File: src/rtl/hazard_pkg.sv
// Shared encodings for the pipeline hazard unit: forwarding selects used by
// both the EX operand muxes and the ID branch-compare muxes.
package hazard_pkg;

  typedef logic [1:0] fwd_sel_t;

  localparam fwd_sel_t FWD_REG = 2'b00;
  localparam fwd_sel_t FWD_MEM = 2'b01;
  localparam fwd_sel_t FWD_WB  = 2'b10;

endpackage

File: src/rtl/hazard_ctrl_if.sv
// Bundle between the pipeline datapath (master) and the hazard unit (slave):
// stage register/destination info in, enables, flushes and forward selects out.
interface hazard_ctrl_if #(
  parameter int REG_AW = 5,
  parameter int CNT_W  = 16
);
  import hazard_pkg::*;

  logic [REG_AW-1:0] id_rs, id_rt;
  logic              id_use_rs, id_use_rt;
  logic              id_is_branch, id_redirect, id_rd_hilo, id_md_start;

  logic [REG_AW-1:0] ex_rs, ex_rt, ex_dst;
  logic              ex_regwre, ex_memrd;
  logic [REG_AW-1:0] mem_dst;
  logic              mem_regwre, mem_memrd;
  logic [REG_AW-1:0] wb_dst;
  logic              wb_regwre;

  logic              pc_en, ifid_en, ifid_flush, idex_flush;
  fwd_sel_t          fwd_a, fwd_b, id_fwd_a, id_fwd_b;
  logic              md_busy;
  logic [CNT_W-1:0]  stall_cnt, flush_cnt;

  modport master (
    output id_rs, id_rt, id_use_rs, id_use_rt, id_is_branch, id_redirect,
           id_rd_hilo, id_md_start, ex_rs, ex_rt, ex_dst, ex_regwre, ex_memrd,
           mem_dst, mem_regwre, mem_memrd, wb_dst, wb_regwre,
    input  pc_en, ifid_en, ifid_flush, idex_flush, fwd_a, fwd_b,
           id_fwd_a, id_fwd_b, md_busy, stall_cnt, flush_cnt
  );

  modport slave (
    input  id_rs, id_rt, id_use_rs, id_use_rt, id_is_branch, id_redirect,
           id_rd_hilo, id_md_start, ex_rs, ex_rt, ex_dst, ex_regwre, ex_memrd,
           mem_dst, mem_regwre, mem_memrd, wb_dst, wb_regwre,
    output pc_en, ifid_en, ifid_flush, idex_flush, fwd_a, fwd_b,
           id_fwd_a, id_fwd_b, md_busy, stall_cnt, flush_cnt
  );

endinterface

File: src/rtl/md_busy_timer.sv
// Countdown covering the multi-cycle mult/div unit; busy while nonzero.
module md_busy_timer #(
  parameter int MD_LAT = 32
) (
  input  logic clk,
  input  logic rst,
  input  logic i_start,
  output logic o_busy
);

  localparam int CW = $clog2(MD_LAT + 1);
  localparam logic [CW-1:0] LOAD_VAL = CW'(MD_LAT);
  localparam logic [CW-1:0] ONE      = CW'(1);

  logic [CW-1:0] r_mdCnt;

  // A start while an operation is still running is ignored; the stall logic
  // keeps such an instruction in ID until the unit is free.
  always_ff @(posedge clk) begin
    if (rst)
      r_mdCnt <= '0;
    else if (i_start && r_mdCnt == '0)
      r_mdCnt <= LOAD_VAL;
    else if (r_mdCnt != '0)
      r_mdCnt <= r_mdCnt - ONE;
  end

  assign o_busy = (r_mdCnt != '0);

endmodule

File: src/rtl/hazard_ctrl.sv
// Hazard unit for the 5-stage pipeline: load-use / branch / mult-div stalls,
// redirect flushes, EX and ID forwarding selects and stall/flush counters.
module hazard_ctrl
  import hazard_pkg::*;
#(
  parameter int REG_AW = 5,
  parameter int MD_LAT = 32,
  parameter int CNT_W  = 16
) (
  input logic         clk,
  input logic         rst,
  hazard_ctrl_if.slave hz
);

  localparam logic [CNT_W-1:0] CNT_ONE = CNT_W'(1);

  logic w_mdBusyRaw, w_mdBusy, w_mdStart;
  logic w_loadUse, w_branchStall, w_mdStall, w_stall, w_redirFlush;
  logic [CNT_W-1:0] r_stallCnt, r_flushCnt;

  function automatic logic match(input logic useS, input logic [REG_AW-1:0] src,
                                 input logic [REG_AW-1:0] dst, input logic we);
    return useS && (src != '0) && (dst == src) && we;
  endfunction

  // MEM wins over WB because it is younger, but a load in MEM has no data yet.
  function automatic fwd_sel_t fwdSel(input logic [REG_AW-1:0] src,
                                      input logic [REG_AW-1:0] memDst,
                                      input logic memWe, input logic memRd,
                                      input logic [REG_AW-1:0] wbDst,
                                      input logic wbWe);
    if (match(1'b1, src, memDst, memWe) && !memRd) return FWD_MEM;
    if (match(1'b1, src, wbDst, wbWe))             return FWD_WB;
    return FWD_REG;
  endfunction

  md_busy_timer #(.MD_LAT(MD_LAT)) u_mdTimer (
    .clk     (clk),
    .rst     (rst),
    .i_start (w_mdStart),
    .o_busy  (w_mdBusyRaw)
  );

  assign w_mdBusy  = w_mdBusyRaw && !rst;
  assign w_mdStart = hz.id_md_start && !w_stall;

  assign w_loadUse = hz.ex_memrd &&
    (match(hz.id_use_rs, hz.id_rs, hz.ex_dst, hz.ex_regwre) ||
     match(hz.id_use_rt, hz.id_rt, hz.ex_dst, hz.ex_regwre));

  assign w_branchStall = hz.id_is_branch &&
    (match(hz.id_use_rs, hz.id_rs, hz.ex_dst, hz.ex_regwre) ||
     match(hz.id_use_rt, hz.id_rt, hz.ex_dst, hz.ex_regwre) ||
     (hz.mem_memrd &&
      (match(hz.id_use_rs, hz.id_rs, hz.mem_dst, hz.mem_regwre) ||
       match(hz.id_use_rt, hz.id_rt, hz.mem_dst, hz.mem_regwre))));

  assign w_mdStall    = w_mdBusy && (hz.id_rd_hilo || hz.id_md_start);
  assign w_stall      = w_loadUse || w_branchStall || w_mdStall;
  assign w_redirFlush = hz.id_redirect && !w_stall;

  assign hz.pc_en      = !rst && !w_stall;
  assign hz.ifid_en    = !rst && !w_stall;
  assign hz.ifid_flush = rst || w_redirFlush;
  assign hz.idex_flush = rst || w_stall;
  assign hz.md_busy    = w_mdBusy;

  assign hz.fwd_a    = rst ? FWD_REG : fwdSel(hz.ex_rs, hz.mem_dst, hz.mem_regwre,
                                              hz.mem_memrd, hz.wb_dst, hz.wb_regwre);
  assign hz.fwd_b    = rst ? FWD_REG : fwdSel(hz.ex_rt, hz.mem_dst, hz.mem_regwre,
                                              hz.mem_memrd, hz.wb_dst, hz.wb_regwre);
  assign hz.id_fwd_a = rst ? FWD_REG : fwdSel(hz.id_rs, hz.mem_dst, hz.mem_regwre,
                                              hz.mem_memrd, hz.wb_dst, hz.wb_regwre);
  assign hz.id_fwd_b = rst ? FWD_REG : fwdSel(hz.id_rt, hz.mem_dst, hz.mem_regwre,
                                              hz.mem_memrd, hz.wb_dst, hz.wb_regwre);

  // Saturating performance counters.
  always_ff @(posedge clk) begin
    if (rst) begin
      r_stallCnt <= '0;
      r_flushCnt <= '0;
    end else begin
      if (w_stall && r_stallCnt != '1)
        r_stallCnt <= r_stallCnt + CNT_ONE;
      if (w_redirFlush && r_flushCnt != '1)
        r_flushCnt <= r_flushCnt + CNT_ONE;
    end
  end

  assign hz.stall_cnt = r_stallCnt;
  assign hz.flush_cnt = r_flushCnt;

endmodule
File: src/flat_wrapper.sv
// flat-port wrapper written by rule: the top's interface ports become plain ports
module hazard_ctrl_flat import hazard_pkg::*;
#(
  parameter int REG_AW = 5,
  parameter int MD_LAT = 32,
  parameter int CNT_W  = 16
)
  (clk, rst, hz_id_rs, hz_id_rt, hz_id_use_rs, hz_id_use_rt, hz_id_is_branch, hz_id_redirect, hz_id_rd_hilo, hz_id_md_start, hz_ex_rs, hz_ex_rt, hz_ex_dst, hz_ex_regwre, hz_ex_memrd, hz_mem_dst, hz_mem_regwre, hz_mem_memrd, hz_wb_dst, hz_wb_regwre, hz_pc_en, hz_ifid_en, hz_ifid_flush, hz_idex_flush, hz_fwd_a, hz_fwd_b, hz_id_fwd_a, hz_id_fwd_b, hz_md_busy, hz_stall_cnt, hz_flush_cnt);
  hazard_ctrl_if #(.REG_AW(REG_AW), .CNT_W(CNT_W)) hz_i ();
  input logic clk;
  input logic rst;
  input wire logic [$bits(hz_i.id_rs)-1:0] hz_id_rs;
  input wire logic [$bits(hz_i.id_rt)-1:0] hz_id_rt;
  input wire logic [$bits(hz_i.id_use_rs)-1:0] hz_id_use_rs;
  input wire logic [$bits(hz_i.id_use_rt)-1:0] hz_id_use_rt;
  input wire logic [$bits(hz_i.id_is_branch)-1:0] hz_id_is_branch;
  input wire logic [$bits(hz_i.id_redirect)-1:0] hz_id_redirect;
  input wire logic [$bits(hz_i.id_rd_hilo)-1:0] hz_id_rd_hilo;
  input wire logic [$bits(hz_i.id_md_start)-1:0] hz_id_md_start;
  input wire logic [$bits(hz_i.ex_rs)-1:0] hz_ex_rs;
  input wire logic [$bits(hz_i.ex_rt)-1:0] hz_ex_rt;
  input wire logic [$bits(hz_i.ex_dst)-1:0] hz_ex_dst;
  input wire logic [$bits(hz_i.ex_regwre)-1:0] hz_ex_regwre;
  input wire logic [$bits(hz_i.ex_memrd)-1:0] hz_ex_memrd;
  input wire logic [$bits(hz_i.mem_dst)-1:0] hz_mem_dst;
  input wire logic [$bits(hz_i.mem_regwre)-1:0] hz_mem_regwre;
  input wire logic [$bits(hz_i.mem_memrd)-1:0] hz_mem_memrd;
  input wire logic [$bits(hz_i.wb_dst)-1:0] hz_wb_dst;
  input wire logic [$bits(hz_i.wb_regwre)-1:0] hz_wb_regwre;
  output wire logic [$bits(hz_i.pc_en)-1:0] hz_pc_en;
  output wire logic [$bits(hz_i.ifid_en)-1:0] hz_ifid_en;
  output wire logic [$bits(hz_i.ifid_flush)-1:0] hz_ifid_flush;
  output wire logic [$bits(hz_i.idex_flush)-1:0] hz_idex_flush;
  output wire logic [$bits(hz_i.fwd_a)-1:0] hz_fwd_a;
  output wire logic [$bits(hz_i.fwd_b)-1:0] hz_fwd_b;
  output wire logic [$bits(hz_i.id_fwd_a)-1:0] hz_id_fwd_a;
  output wire logic [$bits(hz_i.id_fwd_b)-1:0] hz_id_fwd_b;
  output wire logic [$bits(hz_i.md_busy)-1:0] hz_md_busy;
  output wire logic [$bits(hz_i.stall_cnt)-1:0] hz_stall_cnt;
  output wire logic [$bits(hz_i.flush_cnt)-1:0] hz_flush_cnt;
  assign hz_i.id_rs = hz_id_rs;
  assign hz_i.id_rt = hz_id_rt;
  assign hz_i.id_use_rs = hz_id_use_rs;
  assign hz_i.id_use_rt = hz_id_use_rt;
  assign hz_i.id_is_branch = hz_id_is_branch;
  assign hz_i.id_redirect = hz_id_redirect;
  assign hz_i.id_rd_hilo = hz_id_rd_hilo;
  assign hz_i.id_md_start = hz_id_md_start;
  assign hz_i.ex_rs = hz_ex_rs;
  assign hz_i.ex_rt = hz_ex_rt;
  assign hz_i.ex_dst = hz_ex_dst;
  assign hz_i.ex_regwre = hz_ex_regwre;
  assign hz_i.ex_memrd = hz_ex_memrd;
  assign hz_i.mem_dst = hz_mem_dst;
  assign hz_i.mem_regwre = hz_mem_regwre;
  assign hz_i.mem_memrd = hz_mem_memrd;
  assign hz_i.wb_dst = hz_wb_dst;
  assign hz_i.wb_regwre = hz_wb_regwre;
  assign hz_pc_en = hz_i.pc_en;
  assign hz_ifid_en = hz_i.ifid_en;
  assign hz_ifid_flush = hz_i.ifid_flush;
  assign hz_idex_flush = hz_i.idex_flush;
  assign hz_fwd_a = hz_i.fwd_a;
  assign hz_fwd_b = hz_i.fwd_b;
  assign hz_id_fwd_a = hz_i.id_fwd_a;
  assign hz_id_fwd_b = hz_i.id_fwd_b;
  assign hz_md_busy = hz_i.md_busy;
  assign hz_stall_cnt = hz_i.stall_cnt;
  assign hz_flush_cnt = hz_i.flush_cnt;
  hazard_ctrl #(.REG_AW(REG_AW), .MD_LAT(MD_LAT), .CNT_W(CNT_W)) u_core (.clk(clk), .rst(rst), .hz(hz_i));
endmodule
File: config.mk
export PLATFORM = sky130hd
export DESIGN_NAME = hazard_ctrl_flat
export DESIGN_NICKNAME = d
export VERILOG_FILES = /design/src/rtl/hazard_pkg.sv /design/src/rtl/hazard_ctrl_if.sv /design/src/rtl/md_busy_timer.sv /design/src/rtl/hazard_ctrl.sv /design/src/flat_wrapper.sv
export SDC_FILE = /design/constraint.sdc
export NUM_CORES = 1
export LEC_CHECK = 0
export CAP_MARGIN = 30
export CORE_MARGIN = 5
export CORE_UTILIZATION = 47
export CTS_BUF_LIST = sky130_fd_sc_hd__clkbuf_8
export CTS_CLUSTER_SIZE = 8
export DETAILED_ROUTE_END_ITERATION = 8
export PLACE_DENSITY = 0.83
export SLEW_MARGIN = 20
export SYNTH_ARGS = -nofsm -noshare
export SYNTH_HDL_FRONTEND = slang
export SYNTH_SLANG_ARGS = --single-unit
export TNS_END_PERCENT = 20
File: constraint.sdc
create_clock -name clk -period 3.6 [get_ports clk]
set_input_delay 0.36 -clock clk [delete_from_list [all_inputs] [get_ports clk]]
set_output_delay 0.36 -clock clk [all_outputs]
set_load 0.01 [all_outputs]
Yosys cells after proc, flatten, opt, wreduce, memory -nomap -nowiden
Cells that the tools add are included.
Storage, ports and cells
  register bits: 38
  output and inout bits: 45
  input bits: 48
  logic and storage cells: 113
Cells by class
  equal/unequal tests: 12
  add/subtract/negate cells: 3
  reductions and logical operators: 60
  muxes and demuxes: 34
Operators by type and width (count)
  equality test 5 bit: 10
  logical AND 1 bit: 41
  two-way mux 2 bit: 20
  adder 16 x 1 -> 16 bit, second input constant: 2
  != test 16 bit, second input constant: 2
  nonzero test 5 bit: 4
  two-way mux 1 bit: 12
  two-way mux 6 bit: 2
  logical OR 1 bit: 8
  logical NOT 6 bit: 1
  nonzero test 6 bit: 1
  subtractor 6 x 1 -> 6 bit, second input constant: 1
  logical NOT 1 bit: 3
  nonzero test 2 bit: 1
  OR reduction 2 bit: 1

Depth between registers and ports, before layout
  depth in word-level cells: 14
  depth in mapped cells: 11
  mapped depth without buffers: 7

Hierarchy
From an unflattened synthesis, not the netlist that was laid out.
Unflattened totals
  cell total of the unflattened synthesis: 368
  area, all modules: 2897.8 um2
By module, submodules not included
  hazard_ctrl: sequential area each 640.6 um2, cells an instance 333, instances 1, area an instance 2557.5 um2
  md_busy_timer: sequential area each 120.1 um2, cells an instance 35, instances 1, area an instance 340.3 um2

Worst setup path after synthesis
OpenSTA, ideal clock, no wires.
  kind: flip-flop to flip-flop
  start: register u_core.u_mdTimer.r_mdCnt[0]
  end: register u_core.r_stallCnt[11] (netlist: u_core.hz.stall_cnt[11])
  data required time: 3.479 ns
  setup time: 0.121 ns
  stages on the path, launching flop included: 10
  arrival: 2.356 ns
  buffers on the path: 2
  path slack: 1.123 ns
  clock period less this slack: 2.477 ns
  cells stage by stage: dfxtp_1 -> inv_1 -> ha_1 -> and3b_1 -> buf_6 -> o311a_1 -> buf_6 -> a2111oi_4 -> and3_1 -> mux2_2
Between the ends
  longest elaborated chain between the ends: 5
Ends and longest elaborated chain
  from (decl): line md_busy_timer.sv:15  | logic [CW-1:0] r_mdCnt;
  from (signal assigned): line md_busy_timer.sv:25  | r_mdCnt <= r_mdCnt - ONE;
  nonzero test 6 bit: line md_busy_timer.sv:28  | assign o_busy = (r_mdCnt != '0);
  logical AND 1 bit: line hazard_ctrl.sv:44  | assign w_mdBusy = w_mdBusyRaw && !rst;
  logical AND 1 bit: line hazard_ctrl.sv:58  | assign w_mdStall = w_mdBusy && (hz.id_rd_hilo || hz.id_md_start);
  logical OR 1 bit: line hazard_ctrl.sv:59  | assign w_stall = w_loadUse || w_branchStall || w_mdStall;
  logical AND 1 bit: line hazard_ctrl.sv:83  | if (w_stall && r_stallCnt != '1)
  to (signal assigned): line hazard_ctrl.sv:84  | r_stallCnt <= r_stallCnt + CNT_ONE;
  to (decl): line hazard_ctrl.sv:19  | logic [CNT_W-1:0] r_stallCnt, r_flushCnt;
No other way between the ends.
A chain may end at the register's enable or synchronous reset.

Worst setup path in the final report
  start: input hz_id_rt[3]
  end: output hz_ifid_en
Between the ends
  longest elaborated chain between the ends: 12
  elaborated cells on any way between the ends: 18
  those cells by class: eq/ne (2); reduce/logical (16)
Ends and longest elaborated chain
  from (decl): line flat_wrapper.sv:13  | input wire logic [$bits(hz_i.id_rt)-1:0] hz_id_rt;
  nonzero test 5 bit: line hazard_ctrl.sv:23  | return useS && (src != '0) && (dst == src) && we;
  logical AND 1 bit (3 in series): line hazard_ctrl.sv:23
  logical OR 1 bit: line hazard_ctrl.sv:55  | (match(hz.id_use_rs, hz.id_rs, hz.mem_dst, hz.mem_regwre) ||
  logical AND 1 bit: line hazard_ctrl.sv:54  | (hz.mem_memrd &&
  logical OR 1 bit: line hazard_ctrl.sv:53  | match(hz.id_use_rt, hz.id_rt, hz.ex_dst, hz.ex_regwre) ||
  logical AND 1 bit: line hazard_ctrl.sv:51  | assign w_branchStall = hz.id_is_branch &&
  logical OR 1 bit (*) (2 in series): line hazard_ctrl.sv:59
  logical NOT 1 bit (*): line hazard_ctrl.sv:63  | assign hz.ifid_en = !rst && !w_stall;
  logical AND 1 bit (*): line hazard_ctrl.sv:63
  to (decl): line flat_wrapper.sv:31  | output wire logic [$bits(hz_i.ifid_en)-1:0] hz_ifid_en;
Mark *: on every way between the ends. The rest lies on a longest branch, timed or not.

==> run_results.csv <==
group,metric,value,unit
setup_path,cp.buffers_inverters,3,
place,dpl.hpwl,5980,µm
layout,drive_above_1_share,6.60,%
floorplanning,die_h,85.9,µm
power,power_switching,418,µW
floorplanning,die-area,7380,µm²
logic_synthesis,yosys-top-cells-area,"dfxtp_1 28%, xnor2_1 13%, xor2_1 5.5%",
power,max-vdd-ir-drop,194,µV
sta,fin_worst_skew,9.77,ps
logic_synthesis,synth_warnings,0,
min_path,holdCritStartpoint,"u_core.hz.stall_cnt[15]$_SDFFE_PP0P_",
logic_synthesis,synth_common_cells,"41 x xnor2_1, 38 x dfxtp_1, 30 x nor2_1",
power,p_comb_share,36.6,%
setup_path,critical-path-top-cell-by-count,"clkdlybuf4s50_1",
power,seq_power_share,39.9,%
place,gp_congestion,0.929,
route,vias,2768,
power,p_int,838,µW
power,clockPowerShare,23.6,%
route,dr.first_iter.drc_count,99,
route,wl_per_cell,15.1,µm
sta,period_share,92.1,%
sta,setup_tns,0,ps
setup_path,required,3240,ps
sta,worst_pin_slew,481,ps
global_routing,grt_max_degree,45,
sta,fin_ws,285,ps
global_routing,grt_pass1_vias,2754,
route,routed_via_density,5.58,
sta,hold_viol,0,
sta,max_freq,302,MHz
clocking,clk_latency,290,ps
logic_synthesis,post-synth-top-area-cell,"dfxtp_1",
sta,relSlewSlack,67.9,%
setup_path,worst_ep_arrival_time,2960,ps
setup_path,critPathCaptureType,"output port",
power,p_total,1.26,mW
layout,insertedDiodeCount,0,
min_path,hp-class,"reg -> reg",
clocking,post_cts.repair.setup_buffers,0,
power,p_per_area,336,nW/µm²
logic_synthesis,async_reset_ff_share,0,%
sta,setup_viol,0,
clocking,tritoncts,"built",
route,finalWirelength,7480,µm
clocking,hold_buffers,0,
floorplanning,fp.dieW,85.9,µm
setup_path,cpMaxStageDelayCell,"clkdlybuf4s50_1",
logic_synthesis,synth.most_common_cell,"xnor2_1",
power,sw_frac_of_total,33.3,%
route,drc,0,
clocking,htreeDepth,2,
sta,slew_violations,0,
global_routing,grt_usage,20.7,%
global_routing,grt_first_pass_wirelength,12500,µm
route,final_antenna_net_count,0,
clocking,cts_buffers,5,
logic_synthesis,syn_avg_cell_area,7.99,µm²
setup_path,reg2reg_from,"u_core.u_mdTimer.r_mdCnt[0]$_SDFFE_PP0N_",
floorplanning,core_area,5540,µm²
logic_synthesis,synth.distinct_cells,48,
clocking,clockBufferDepth,2,
global_routing,antenna_found_initial,0,
clocking,clock-sinks,38,
logic_synthesis,syn_inst,339,
logic_synthesis,yosysSeqAreaShare,28.1,%
logic_synthesis,ys.flop_type,"dfxtp_1",
sta,rsz0062_at_grt,"no",
clocking,root_buffer,"clkbuf_8",
run,maxCapViolCount,0,
setup_path,crit_family,"buffers and inverters",
layout,fin_nets,474,
global_routing,overflow,0,
clocking,cts_resized,0,
setup_path,crit_type,"in -> out",
floorplanning,start_util,48.9,%
logic_synthesis,synth_seq_cells,38,
logic_synthesis,synth_edf_count,0,
setup_path,crit_chain,"clkdlybuf4s50_1 > nor4_1 > and2_4 > nor4_4 > o221ai_4 > nand2_1 > or2_2 > inv_1 > clkdlybuf4s50_1",
clocking,clk_transition_reported_paths,70,ps
sta,fin_crit,3320,ps
setup_path,startpoint,"hz_id_rt[3]",
logic_synthesis,syn-num-nets,390,
place,io_buffers,92,
floorplanning,rows,27,
logic_synthesis,syn_area,2710,µm²
setup_path,max_stage_delay,540,ps
outcome,status,"completed",
place,dpl_worst_slack,268,ps
power,cellLeakagePower,1.25,nW
route,first_pass_iters,4,
setup_path,path_max_fanout,10,
logic_synthesis,synth_top_area_share,28.1,%
floorplanning,io_pins,93,
setup_path,worstSetupStartpointType,"input port",
layout,syn2layout_area_growth,38.0,%
cells by family (layout without fill, tap and decap cells):
kind of cell	count (synthesis)	in the layout	synth area share, %
xor+xnor	58	58	18.7
compound gates	59	59	14.5
buf+inv	26	111	4.39
mux	4	4	1.62
fa+ha+maj	3	3	1.39
simple gates	151	151	31.3
flops	38	38	28.1
cell usage in the layout, fill, tap and decap left out, drive strengths merged, types with 4 or more instances in the layout:
master	Yosys	routed
a21oi	26	26
a31o	4	4
and3	8	8
buf	6	4
clkbuf	12	6
clkdlybuf4s50	0	91
dfxtp	38	38
inv	8	9
nand2	19	19
nand2b	5	5
nand3	17	17
nand4	17	17
nor2	30	30
nor2b	5	5
nor3	8	8
nor4	9	9
o21ai	13	13
o31ai	4	4
or3	13	13
or4	8	8
xnor2	41	41
xor2	17	17
power by group through the flow:
stage | Combinational [mW] | Clock (mW) | Sequential [mW]
2_1_floorplan | 0.308 | 0 | 0.505
3_3_place_gp | 0.448 | 0 | 0.506
3_5_place_dp | 0.457 | 0 | 0.510
4_1_cts | 0.462 | 0.305 | 0.500
5_1_grt | 0.509 | 0.325 | 0.505
6_report | 0.459 | 0.296 | 0.501
area by class of cell:
cell class / instances / area (µm²)
flip-flops and latches: 38 / 761
fillers: 484 / 1800
multi-input cells: 275 / 1830
clock buffers: 6 / 82.6
inverters: 8 / 30.0
well taps: 72 / 90.1
clock inverters: 2 / 8.76
repair buffers: 95 / 938
per-stage QoR:
| stage | hold WS (ps) | util (%) | cells | cell area [µm²] |
|---|---|---|---|---|
| 2_1_floorplan | 455 | - | 339 | 2710 |
| 3_3_place_gp | 473 | 65.9 | 488 | 3650 |
| 3_5_place_dp | 482 | 65.9 | 488 | 3650 |
| 4_1_cts | 491 | 67.5 | 496 | 3740 |
| 5_1_grt | 512 | 67.5 | 496 | 3740 |
| 6_report | 488 | 67.5 | 496 | 3740 |
path summary, 6_finish.rpt:
check	to	slack, ps	cells past startpoint
setup / recovery	hz_ifid_en	280	9
hold / removal	u_core.hz.stall_cnt[15]$_SDFFE_PP0P_	490	2
hold reg to reg	u_core.hz.stall_cnt[15]$_SDFFE_PP0P_	490	2
setup reg to reg	u_core.hz.stall_cnt[11]$_SDFFE_PP0P_	810	8
worst reg2reg max path, delay by kind of cell, from the launching register on:
family	cells	cell delay [ps]
compound gates	2	930
buf+inv	2	250
fa+ha+maj	1	260
flops	1	390
simple gates	2	520
mux	1	330
registers in the layout, summed over array words and instances (netlist names):
name                      count
u_core.hz.stall_cnt          16
u_core.hz.flush_cnt          16
u_core.u_mdTimer.r_mdCnt      6
routing by layer:
layer / part of all wire, % / GRT usage (%)
met5: 0 / 0
met4: 1.8 / 8.20
met3: 8.0 / 6.53
met1: 43 / 24.3
met2: 47 / 34.8
No activity file was read; power rests on OpenSTA's default activity.
